<file path="config.mk">
export PLATFORM = sky130hd
export DESIGN_NAME = exposure_timer
export DESIGN_NICKNAME = d
export VERILOG_FILES = /design/src/rtl/camera_pkg.sv /design/src/rtl/tick_prescaler.sv /design/src/rtl/exposure_timer.sv
export SDC_FILE = /design/constraint.sdc
export NUM_CORES = 1
export LEC_CHECK = 0
export BUFFER_PORTS_ARGS = -buffer_cell sky130_fd_sc_hd__buf_2
export CAP_MARGIN = 30
export CORE_MARGIN = 4
export CORE_UTILIZATION = 53
export CTS_CLUSTER_DIAMETER = 80
export CTS_CLUSTER_SIZE = 14
export DETAILED_ROUTE_END_ITERATION = 8
export PLACE_DENSITY_LB_ADDON = 0.15
export SLEW_MARGIN = 25
export SYNTH_ARGS = -nofsm -noshare
export SYNTH_HDL_FRONTEND = slang
export SYNTH_SLANG_ARGS = --single-unit
</file>
<file path="constraint.sdc">
create_clock -name clk -period 2.4 [get_ports clk]
set_input_delay 0.24 -clock clk [delete_from_list [all_inputs] [get_ports clk]]
set_output_delay 0.24 -clock clk [all_outputs]
set_load 0.03 [all_outputs]
</file>
<file path="src/rtl/camera_pkg.sv">
// Shared camera-controller types and defaults.
// Used by the exposure timer and the camera control FSM.
package camera_pkg;

  localparam int CAM_CNT_W       = 5;
  localparam int CAM_EXP_MIN     = 2;
  localparam int CAM_EXP_MAX     = 30;
  localparam int CAM_EXP_DEFAULT = 15;
  localparam int CAM_PRESCALE    = 1;

  typedef enum logic {
    ST_IDLE = 1'b0,
    ST_RUN  = 1'b1
  } state_t;

  // Prescaler counter width, never below one bit.
  function automatic int pre_w(input int p);
    return (p > 1) ? $clog2(p) : 1;
  endfunction

endpackage

</file>
<file path="src/rtl/tick_prescaler.sv">
// Divides clk down to one tick every PRESCALE enabled cycles.
// clr restarts the phase so a fresh run always gets a full first tick.
module tick_prescaler
  import camera_pkg::*;
#(
  parameter int PRESCALE = 1
) (
  input  logic clk,
  input  logic Reset,
  input  logic clr,
  input  logic en,
  output logic tick
);

  localparam int W = pre_w(PRESCALE);
  localparam logic [W-1:0] LAST = W'(PRESCALE - 1);

  logic [W-1:0] cnt;

  assign tick = en && (cnt == LAST);

  always_ff @(posedge clk) begin
    if (Reset || clr) begin
      cnt <= '0;
    end else if (en) begin
      cnt <= tick ? '0 : cnt + W'(1);
    end
  end

endmodule

</file>
<file path="src/rtl/exposure_timer.sv">
// Programmable exposure timer: holds the exposure setting and
// counts it down at the prescaled rate, pulsing Ovf at the end.
module exposure_timer
  import camera_pkg::*;
#(
  parameter int CNT_W       = CAM_CNT_W,
  parameter int EXP_MIN     = CAM_EXP_MIN,
  parameter int EXP_MAX     = CAM_EXP_MAX,
  parameter int EXP_DEFAULT = CAM_EXP_DEFAULT,
  parameter int PRESCALE    = CAM_PRESCALE
) (
  input  logic             clk,
  input  logic             Reset,
  input  logic             Init,
  input  logic             Start,
  input  logic             Exp_inc,
  input  logic             Exp_dec,
  output logic [CNT_W-1:0] Exp_time,
  output logic [CNT_W-1:0] Count,
  output logic             Busy,
  output logic             Ovf
);

  localparam logic [CNT_W-1:0] MIN = CNT_W'(EXP_MIN);
  localparam logic [CNT_W-1:0] MAX = CNT_W'(EXP_MAX);
  localparam logic [CNT_W-1:0] DEF = CNT_W'(EXP_DEFAULT);
  localparam logic [CNT_W-1:0] ONE = CNT_W'(1);

  state_t state;
  logic   run;
  logic   clr;
  logic   tick;

  assign run = (state == ST_RUN);
  assign clr = !run && Start && !Init;

  tick_prescaler #(
    .PRESCALE(PRESCALE)
  ) u_pre (
    .clk  (clk),
    .Reset(Reset),
    .clr  (clr),
    .en   (run),
    .tick (tick)
  );

  always_ff @(posedge clk) begin
    if (Reset) begin
      state    <= ST_IDLE;
      Exp_time <= DEF;
      Count    <= '0;
      Busy     <= 1'b0;
      Ovf      <= 1'b0;
    end else begin
      Ovf <= 1'b0;
      case (state)
        ST_IDLE: begin
          if (Init) begin
            Exp_time <= DEF;
          end else if (Start) begin
            Count <= Exp_time;
            Busy  <= 1'b1;
            state <= ST_RUN;
          end else if (Exp_inc && !Exp_dec) begin
            if (Exp_time < MAX)
              Exp_time <= Exp_time + ONE;
          end else if (Exp_dec && !Exp_inc) begin
            if (Exp_time > MIN)
              Exp_time <= Exp_time - ONE;
          end
        end
        ST_RUN: begin
          // An abort on the final tick suppresses the pulse.
          if (Init) begin
            Exp_time <= DEF;
            Count    <= '0;
            Busy     <= 1'b0;
            state    <= ST_IDLE;
          end else if (tick) begin
            if (Count <= ONE) begin
              Count <= '0;
              Busy  <= 1'b0;
              Ovf   <= 1'b1;
              state <= ST_IDLE;
            end else begin
              Count <= Count - ONE;
            end
          end
        end
        default: begin
          state <= ST_IDLE;
          Busy  <= 1'b0;
          Count <= '0;
        end
      endcase
    end
  end

endmodule
</file>
==> results of run 1 <==
-- registers in the layout, summed over array words and instances (netlist names) --
register and flops:
Busy 1, Exp_time 5, Count 5, u_pre.cnt 1
Ovf 1, run 1
-- layer usage --
layer	global-route usage [%]	vias up	part of all wire (%)
met4	4.61	0	0.68
li1	-	451	-
met3	6.33	4	6.3
met5	0	-	0
met1	23.8	440	46
met2	29.1	31	47
-- through the flow --
step	utilization, %	total power, µW	cells	worst slack [ns]	area, µm²
6_report	65.6	544	142	0.493	1030
5_1_grt	65.6	583	142	0.372	1030
4_1_cts	65.6	549	142	0.513	1030
3_5_place_dp	64.2	423	139	0.421	1010
3_3_place_gp	64.2	420	139	0.456	1010
2_1_floorplan	-	384	110	0.420	928
-- path summary, 6_finish.rpt --
kind	start	to	slack [ns]	depth (start not counted)
setup reg to reg	Exp_time[2]	Exp_time[4]	0.49	6
hold reg to reg	Busy	Busy	0.49	2
hold / removal	Init	Ovf	0.27	2
setup / recovery	Exp_time[2]	Exp_time[4]	0.49	6
-- report_power, final --
part           internal [µW]  switching (µW)
sequential               245            22.1
clock                   58.1            67.2
combinational           60.3            91.8
-- cells by family after synthesis --
family	Yosys count
simple gates	43
compound gates	33
flops	14
buf+inv	10
fa+ha+maj	6
xor+xnor	3
mux	1
-- Yosys cell counts (2+ instances only) --
library cell / n
a21oi_1: 9
ha_1: 5
nor3_1: 5
o21ai_1: 2
nand2_1: 8
inv_1: 5
a32oi_1: 3
clkbuf_1: 2
a31oi_1: 2
nand2b_1: 2
a211o_1: 2
xor2_1: 2
o21ai_0: 3
nand3_1: 2
nor2b_1: 2
dfxtp_1: 14
buf_2: 2
nor2_1: 10
or4b_1: 2
nor4b_1: 2
or3_1: 2
-- critical path, cell delays in order (launching register included) --
cell and delay, ns:
dfxtp_1 0.44, ha_1 0.30, or2_2 0.30, a21oi_1 0.18, nor3_1 0.08, or3_1 0.37, a31oi_1 0.16
-- layout make-up --
| cell class | instances | area, µm² | area share [%] |
|---|---|---|---|
| timing repair buffer | 18 | 92.6 | 8.95 |
| inverter | 5 | 18.8 | 1.81 |
| sequential | 14 | 280 | 27.1 |
| clock buffer | 3 | 22.5 | 2.18 |
| tap | 16 | 20.0 | 1.93 |
| multi-input combinational | 86 | 601 | 58.0 |
-- cells in the final DEF (no fill, tap or decap), drive strengths merged, types with 5 or more instances in the layout --
cell / instances
buf: 18
nor3: 5
dfxtp: 14
o21ai: 5
ha: 5
a21oi: 9
nor2: 10
nand2: 8
inv: 5
==> reports/qor.yml, run 1 <==
drt-initial-drc-count: 23
drive_gt1_share_pct: 20.6
htree_levels: 1
drc: 0
synth_edf_count: 0
finalCritPeriodShare_pct: 79.4
synth-compound-area-share_pct: 26.7
fmax_mhz: 525
hold_viol: 0
synth-xor-area-share_pct: 2.83
netlist.area_leader.share_pct: 30.2
vias: 926
synth_adder_area_share_pct: 7.82
yosys.area.top_type: "dfxtp_1"
setup_viol: 0
first_pass_iters: 6
wl_per_cell_um: 14.5
ys_types: 45
avgSynthCellArea_um2: 8.44
cts_root_buffer: "clkbuf_4"
maxCapViolCount: 0
io_buffers: 17
cts_num_sinks: 14
ios: 18
maxSlewHeadroom_pct: 60.6
nets: 139
post_cts_buffers: 0
chipHeight_um: 49.9
postRouteAntennaNets: 0
diodes: 0
drt_wl_total_um: 2060
design.core.area_um2: 1580
powerDensity_nw_per_um2: 526
clkTransAtPathRegs_ns: 0.08
rsz0062_at_grt: "false"
synth_top_flop_cell: "dfxtp_1"
syn_inst: 110
ys_seq_area_share_pct: 30.2
crit_path_end_kind: "flip-flop"
insertion_delay_ns: 0.27
synth_area_leaders: "dfxtp_1, ha_1, a21oi_1"
grt_max_degree: 16
syn_area_um2: 928
layout_min_cycle_time_ns: 1.91
setup.worst_path.class: "reg -> reg"
required_ns: 2.60
synth_warnings: 0
routabilityCongestion: 0.916
cp.arrival_ns: 2.11
start_util_pct: 58.9
postCtsResizedCells: 0
cts_tree: "done"
hpwl_um: 1590
grt_pass1_wl_um: 3540
synth_top_family_by_area: "compound AO/OA/AOI/OAI gates"
startpoint_type: "flip-flop"
synthMuxAreaShare_pct: 1.21
synth-seq-cells: 14
vdd_ir_drop_max_mv: 0.343
rows: 14
holdWs_ns: 0.268
overflow: 0
fin_skew_ns: 0.00243
p_leak_uw: 0.000392
worstHoldPathType: "in -> reg"
worstPathMaxFanout: 6
vias_per_cell: 6.52
cts_buffers: 3
syn_nets: 121
synth-simple-area-share_pct: 26.1
status: "complete, no violations"
tightest_slew_ns: 0.591
gr-usage-all-layers_pct: 18.4
antenna_found_initial: 0
cts_buffer_depth: 2
drv_slew: 0
dieArea_um2: 2490
grt_pass1_vias: 822
setup-tns-final_ns: 0
async_reset_ff_share_pct: 0
syn_to_final_growth_pct: 11.5
holdBufCountCts: 0
fill_cells: 147
dieWidth_um: 49.9
Power figures use the tool's default switching activity.
==> run 2: changes to the inputs <==
--- a/config.mk
+++ b/config.mk
@@ -8,7 +8,7 @@
 export BUFFER_PORTS_ARGS = -buffer_cell sky130_fd_sc_hd__buf_2
 export CAP_MARGIN = 30
 export CORE_MARGIN = 4
-export CORE_UTILIZATION = 53
+export CORE_UTILIZATION = 48
 export CTS_CLUSTER_DIAMETER = 80
 export CTS_CLUSTER_SIZE = 14
 export DETAILED_ROUTE_END_ITERATION = 8
==> constraint.sdc (replaced) <==
create_clock -name clk -period 1.65 [get_ports clk]
set_input_delay 0.165 -clock clk [delete_from_list [all_inputs] [get_ports clk]]
set_output_delay 0.165 -clock clk [all_outputs]
set_load 0.03 [all_outputs]
==> run 2 against run 1 <==
Net effect: the run now ends with setup timing left; cell count rose by 27%; combinational power is 120% higher; first-iteration DRC count up 70%; via count rose by 11%; maximum frequency up 15%; sequential power rose by 39%; die area is 8.7% higher; hold slack got worse by 0.058 ns; worst setup slack got worse by 0.50 ns; wire length rose by 28%; critical path type unchanged; largest power group unchanged.
==> reports/qor.yml, run 2 (synthesized netlist as in run 1, its figures left out) <==
maxSlewHeadroom_pct: 75.4  # was 60.6%
rows: 15  # was 14
status: "complete, but fails checks"  # was complete, no violations
sw_frac_of_total_pct: 32.6  # was 33.3%
insertion_delay_ns: 0.29  # was 0.27 ns
io_buffers: 17  # unchanged
pre_cts_ws_ns: -0.295  # was 0.421 ns
grt_max_degree: 16  # unchanged
hold_viol: 0  # unchanged
rsz0062_at_grt: "true"  # was false
overflow: 0  # unchanged
routabilityCongestion: 0.841  # was 0.916
grt_pass1_wl_um: 4330  # was 3540 µm
ios: 18  # unchanged
setup.worst_path.class: "reg -> reg"  # unchanged
clkPwrFrac_pct: 26.3  # was 23.0%
layout_min_cycle_time_ns: 1.65  # was 1.91 ns
syn_to_final_growth_pct: 43.8  # was 11.5%
placed_cell_area_um2: 1230  # was 1010 µm²
violations: "setup timing"
startpoint_type: "flip-flop"  # unchanged
cp.arrival_ns: 1.88  # was 2.11 ns
vdd_ir_drop_max_mv: 0.447  # was 0.343 mV
cts_root_buffer: "clkbuf_4"  # unchanged
fmax_mhz: 604  # was 525 MHz
htree_levels: 1  # unchanged
cts_buffers: 3  # unchanged
worstPathMaxFanout: 6  # unchanged
antenna_found_initial: 0  # unchanged
gr-usage-all-layers_pct: 21.5  # was 18.4%
grt_pass1_vias: 941  # was 822
postRouteAntennaNets: 0  # unchanged
p_total_uw: 950  # was 544 µW
cts_tree: "done"  # unchanged
fin_ws_ns: -0.00498  # was 0.493 ns
finalCritPeriodShare_pct: 100  # was 79.4%
dieArea_um2: 2700  # was 2490 µm²
crit_path_end_kind: "flip-flop"  # unchanged
pwr-share-seq_pct: 39.0  # was 49.0%
drt_wl_total_um: 2640  # was 2060 µm
hpwl_um: 1990  # was 1590 µm
required_ns: 1.87  # was 2.60 ns
drv_slew: 0  # unchanged
cts_num_sinks: 14  # unchanged
final_common_cell: "buf_4"  # was buf_2
setup_viol: 1  # was 0
maxCapViolCount: 0  # unchanged
vias_per_cell: 5.71  # was 6.52
design.core.area_um2: 1780  # was 1580 µm²
wl_per_cell_um: 14.6  # was 14.5 µm
first_pass_iters: 4  # was 6
nets: 167  # was 139
drt-initial-drc-count: 39  # was 23
diodes: 0  # unchanged
worstHoldPathType: "in -> reg"  # unchanged
final_cell_mix: "buf_4, buf_2, dfxtp_1, nor2_1"  # was buf_2, dfxtp_1, nor2_1
chipHeight_um: 52.0  # was 49.9 µm
vias: 1027  # was 926
cts_buffer_depth: 2  # unchanged
p_leak_uw: 0.000545  # was 0.000392 µW
drive_gt1_share_pct: 42.6  # was 20.6%
drc: 0  # unchanged
fin_skew_ns: 0.00675  # was 0.00243 ns
dieWidth_um: 52.0  # was 49.9 µm
internal_power_uw: 640  # was 363 µW
start_util_pct: 52.1  # was 58.9%
holdBufCountCts: 0  # unchanged
p_sw_uw: 310  # was 181 µW
top_regs: "Count x5, Exp_time x5"  # unchanged
powerDensity_nw_per_um2: 711  # was 526 nW/µm²
tightest_slew_ns: 0.368  # was 0.591 ns
p_comb_share_pct: 34.7  # was 27.9%
clkTransAtPathRegs_ns: 0.09  # was 0.08 ns
fin_area_um2: 1340  # was 1030 µm²
## run 2: cell types whose count changed in the layout (fill, tap and decap cells not counted), moves of 2 or more
cell	delta
dfxtp_1	-4
or4b_4	+2
buf_4	+28
or4b_1	-2
dfxtp_2	+3
## run 2: worst max-delay path, cell delays in order, from the launching register on
cell	delay (ns)
dfxtp_2	0.34
or4b_4	0.54
o221a_4	0.31
nor4_4	0.14
o21ai_1	0.11
a31oi_1	0.16
## run 2: per-stage QoR
| step | utilization, % | setup TNS [ns] | instances | hold WS, ns |
|---|---|---|---|---|
| floorplan | - | -0.183 | 110 | 0.244 |
| global placement | 69.1 | -0.355 | 173 | 0.467 |
| detailed placement | 69.1 | -0.466 | 173 | 0.466 |
| CTS | 74.2 | 0 | 179 | 0.196 |
| global route | 74.9 | -0.159 | 180 | 0.203 |
| finish | 74.9 | -0.00498 | 180 | 0.210 |
## run 2: area by class of cell
cell class | count | area (µm²)
Tap cell | 25 | 31.3
Sequential cell | 14 | 288
Fill cell | 134 | 448
Inverter | 5 | 18.8
Timing Repair Buffer | 46 | 303
Clock buffer | 4 | 36.3
Multi-Input combinational cell | 86 | 658
## run 2: worst paths after layout
kind         from     endpoint  slack [ns]  cells past startpoint
min reg2reg  Busy         Busy        0.49                      2
min          Init          Ovf        0.21                      2
max           run  Exp_time[4]      -0.005                      5
max reg2reg   run  Exp_time[4]      -0.005                      5
## run 2: power groups by stage
stage,Combinational (µW),Sequential [µW],Clock (µW)
2_1_floorplan,147,420,0
3_3_place_gp,297,377,0
3_5_place_dp,304,377,0
4_1_cts,322,369,259
5_1_grt,355,373,274
6_report,329,371,250
## run 2: repair_timing
item / in CTS / in global routing
endpoints found under the setup margin: 2 / 6
pin swaps: 4 / 1
gates resized for setup: 8 / 1
buffers inserted: 2 / 1
## run 2: routing by layer
| layer | vias to the layer above | global-route usage, % | wire, µm |
|---|---|---|---|
| met2 | 32 | 32.4 | 1180 |
| li1 | 505 | - | - |
| met1 | 482 | 29.2 | 1220 |
| met4 | 0 | 7.86 | 50 |
| met5 | - | 0 | 0 |
| met3 | 8 | 5.44 | 191 |
==> run 3: changes to the inputs <==
--- a/config.mk
+++ b/config.mk
@@ -8,7 +8,7 @@
 export BUFFER_PORTS_ARGS = -buffer_cell sky130_fd_sc_hd__buf_2
 export CAP_MARGIN = 30
 export CORE_MARGIN = 4
-export CORE_UTILIZATION = 48
+export CORE_UTILIZATION = 40
 export CTS_CLUSTER_DIAMETER = 80
 export CTS_CLUSTER_SIZE = 14
 export DETAILED_ROUTE_END_ITERATION = 8
==> run 3 against run 2 <==
Net effect: non-clock buffer count down 6; critical path type unchanged; wire length down 7.3%; sequential cell count unchanged; core utilization down 15 points; hold slack better by 0.0088 ns; design area down 0.19%; combinational power down 5%; maximum frequency down 1.6%; largest cell class unchanged; sequential power up 2%; the run still ends with setup timing left.
==> reports/qor.yml, run 3 (synthesized netlist as in run 1, its figures left out) <==
fmax_mhz: 594  # was 604 MHz
seqCellArea_um2: 289  # was 288 µm²
final_common_cell: "buf_4"  # unchanged
setup-tns-final_ns: -0.0324  # was -0.00498 ns
final_cells: 177  # was 180
gr-usage-all-layers_pct: 16.1  # was 21.5%
drive_gt1_share_pct: 42.3  # was 42.6%
design.core.area_um2: 2210  # was 1780 µm²
antenna_found_initial: 0  # unchanged
required_ns: 1.86  # was 1.87 ns
cts_num_sinks: 14  # unchanged
clkPwrFrac_pct: 27.3  # was 26.3%
drt_wl_total_um: 2440  # was 2640 µm
vdd_ir_drop_max_mv: 0.406  # was 0.447 mV
htree_levels: 1  # unchanged
multi_input_area_um2: 692  # was 658 µm²
worstPathMaxFanout: 4  # was 6
dieWidth_um: 56.2  # was 52.0 µm
pwr-share-seq_pct: 39.8  # was 39.0%
cts_buffer_depth: 2  # unchanged
clkTransAtPathRegs_ns: 0.10  # was 0.09 ns
violations: "setup timing"  # unchanged
powerDensity_nw_per_um2: 712  # was 711 nW/µm²
r2r_slack_ns: -0.03  # was -0.005 ns
dieArea_um2: 3160  # was 2700 µm²
fill_cells: 212  # was 134
fin_skew_ns: 0.00591  # was 0.00675 ns
dp_cells: 173  # unchanged
drc: 0  # unchanged
grt_max_degree: 16  # unchanged
startpoint_type: "flip-flop"  # unchanged
routabilityCongestion: 0.806  # was 0.841
cpMaxStageDelayCell: "dfxtp_4"  # was or4b_4
syn_to_final_growth_pct: 43.5  # was 43.8%
wl_per_cell_um: 13.8  # was 14.6 µm
pre_cts_ws_ns: -0.316  # was -0.295 ns
layout_min_cycle_time_ns: 1.68  # was 1.65 ns
post_cts_buffers: 0  # was 2
sw_frac_of_total_pct: 33.5  # was 32.6%
holdBufCountCts: 0  # unchanged
drv_slew: 0  # unchanged
finalCritPeriodShare_pct: 102  # was 100%
cp.arrival_ns: 1.89  # was 1.88 ns
vias_per_cell: 5.52  # was 5.71
cts_buffers: 3  # unchanged
ios: 18  # unchanged
maxSlewHeadroom_pct: 76.7  # was 75.4%
diodes: 0  # unchanged
rows: 17  # was 15
setup.worst_path.class: "reg -> reg"  # unchanged
start_util_pct: 42.0  # was 52.1%
grt_pass1_wl_um: 4200  # was 4330 µm
maxCapViolCount: 0  # unchanged
tightest_slew_ns: 0.348  # was 0.368 ns
io_buffers: 17  # unchanged
status: "complete, but fails checks"  # unchanged
worst-path-buf-inv: 0  # unchanged
overflow: 0  # unchanged
final_cell_mix: "buf_4, buf_2, nor2_1"  # was buf_4, buf_2, dfxtp_1, nor2_1
path_cells: "ha_4, or2_2, a21oi_2, nor3_2, or3_1, a31oi_1"  # was or4b_4, o221a_4, nor4_4, o21ai_1, a31oi_1
cpPeakStageDelay_ns: 0.38  # was 0.54 ns
internal_power_uw: 631  # was 640 µW
insertion_delay_ns: 0.28  # was 0.29 ns
drt-initial-drc-count: 25  # was 39
worstHoldPathType: "in -> reg"  # unchanged
p_leak_uw: 0.000523  # was 0.000545 µW
top_regs: "Count x5, Exp_time x5"  # unchanged
holdWs_ns: 0.218  # was 0.210 ns
chipHeight_um: 56.2  # was 52.0 µm
p_sw_uw: 318  # was 310 µW
vias: 977  # was 1027
rsz0062_at_grt: "true"  # unchanged
cts_tree: "done"  # unchanged
p_comb_share_pct: 33.0  # was 34.7%
nets: 161  # was 167
fin_ws_ns: -0.0324  # was -0.00498 ns
postRouteAntennaNets: 0  # unchanged
crit_path_end_kind: "flip-flop"  # unchanged
hpwl_um: 1850  # was 1990 µm
setup_viol: 1  # unchanged
cpLargestDelayFamily: "simple AND/OR/NAND/NOR gates"  # unchanged
grt_pass1_vias: 975  # was 941
first_pass_iters: 4  # unchanged
hold_viol: 0  # unchanged
cts_root_buffer: "clkbuf_4"  # unchanged
-- run 3: changes by cell type in the layout (fill, tap and decap cells not counted), sizes merged --
cell  delta
buf      -6
-- run 3: metal layers --
layer  vias to the layer above  GRT usage (%)  share of wire (%)  routed length [µm]
li1                        497              -                  -                   -
met1                       454           21.3                 51                1240
met2                        22           26.2                 45                1100
met3                         4           3.71                3.3                  80
met4                         0           4.07               0.94                  23
met5                         -              0                  0                   0
-- run 3: worst register-to-register path, stage by stage, from the launching register on --
cell     delay [ns]
dfxtp_4        0.38
ha_4           0.24
or2_2          0.30
a21oi_2        0.18
nor3_2         0.06
or3_1          0.31
a31oi_1        0.15
-- run 3: cell type report --
| class | instances | area share, % |
|---|---|---|
| clock buffers | 4 | 2.72 |
| inverters | 5 | 1.41 |
| repair buffers | 40 | 19.6 |
| well taps | 28 | 2.63 |
| flip-flops and latches | 14 | 21.7 |
| multi-input cells | 86 | 51.9 |
-- run 3: worst paths after layout --
kind | end | depth (start not counted) | from
setup / recovery | Exp_time[4] | 6 | Exp_time[2]
hold / removal | Ovf | 2 | Init
setup reg to reg | Exp_time[4] | 6 | Exp_time[2]
hold reg to reg | Busy | 2 | Busy
-- run 3: power groups by stage --
stage          logic (µW)  clock network (µW)  registers, µW
2_1_floorplan         147                   0            420
3_3_place_gp          286                   0            380
3_5_place_dp          287                   0            382
4_1_cts               291                 263            377
5_1_grt               343                 287            381
6_report              313                 259            377
-- run 3: repair_timing --
action,in CTS,in global routing
endpoints found under the setup margin,4,8
pin swaps,4,1
gates resized for setup,4,11
-- run 3: metrics by stage --
stage	util (%)	cell area (µm²)	power, µW
after floorplan	-	948	567
after global placement	54.8	1210	667
after detailed placement	54.8	1210	670
after CTS	57.6	1270	931
after global routing	60.2	1330	1010
final	60.2	1330	949
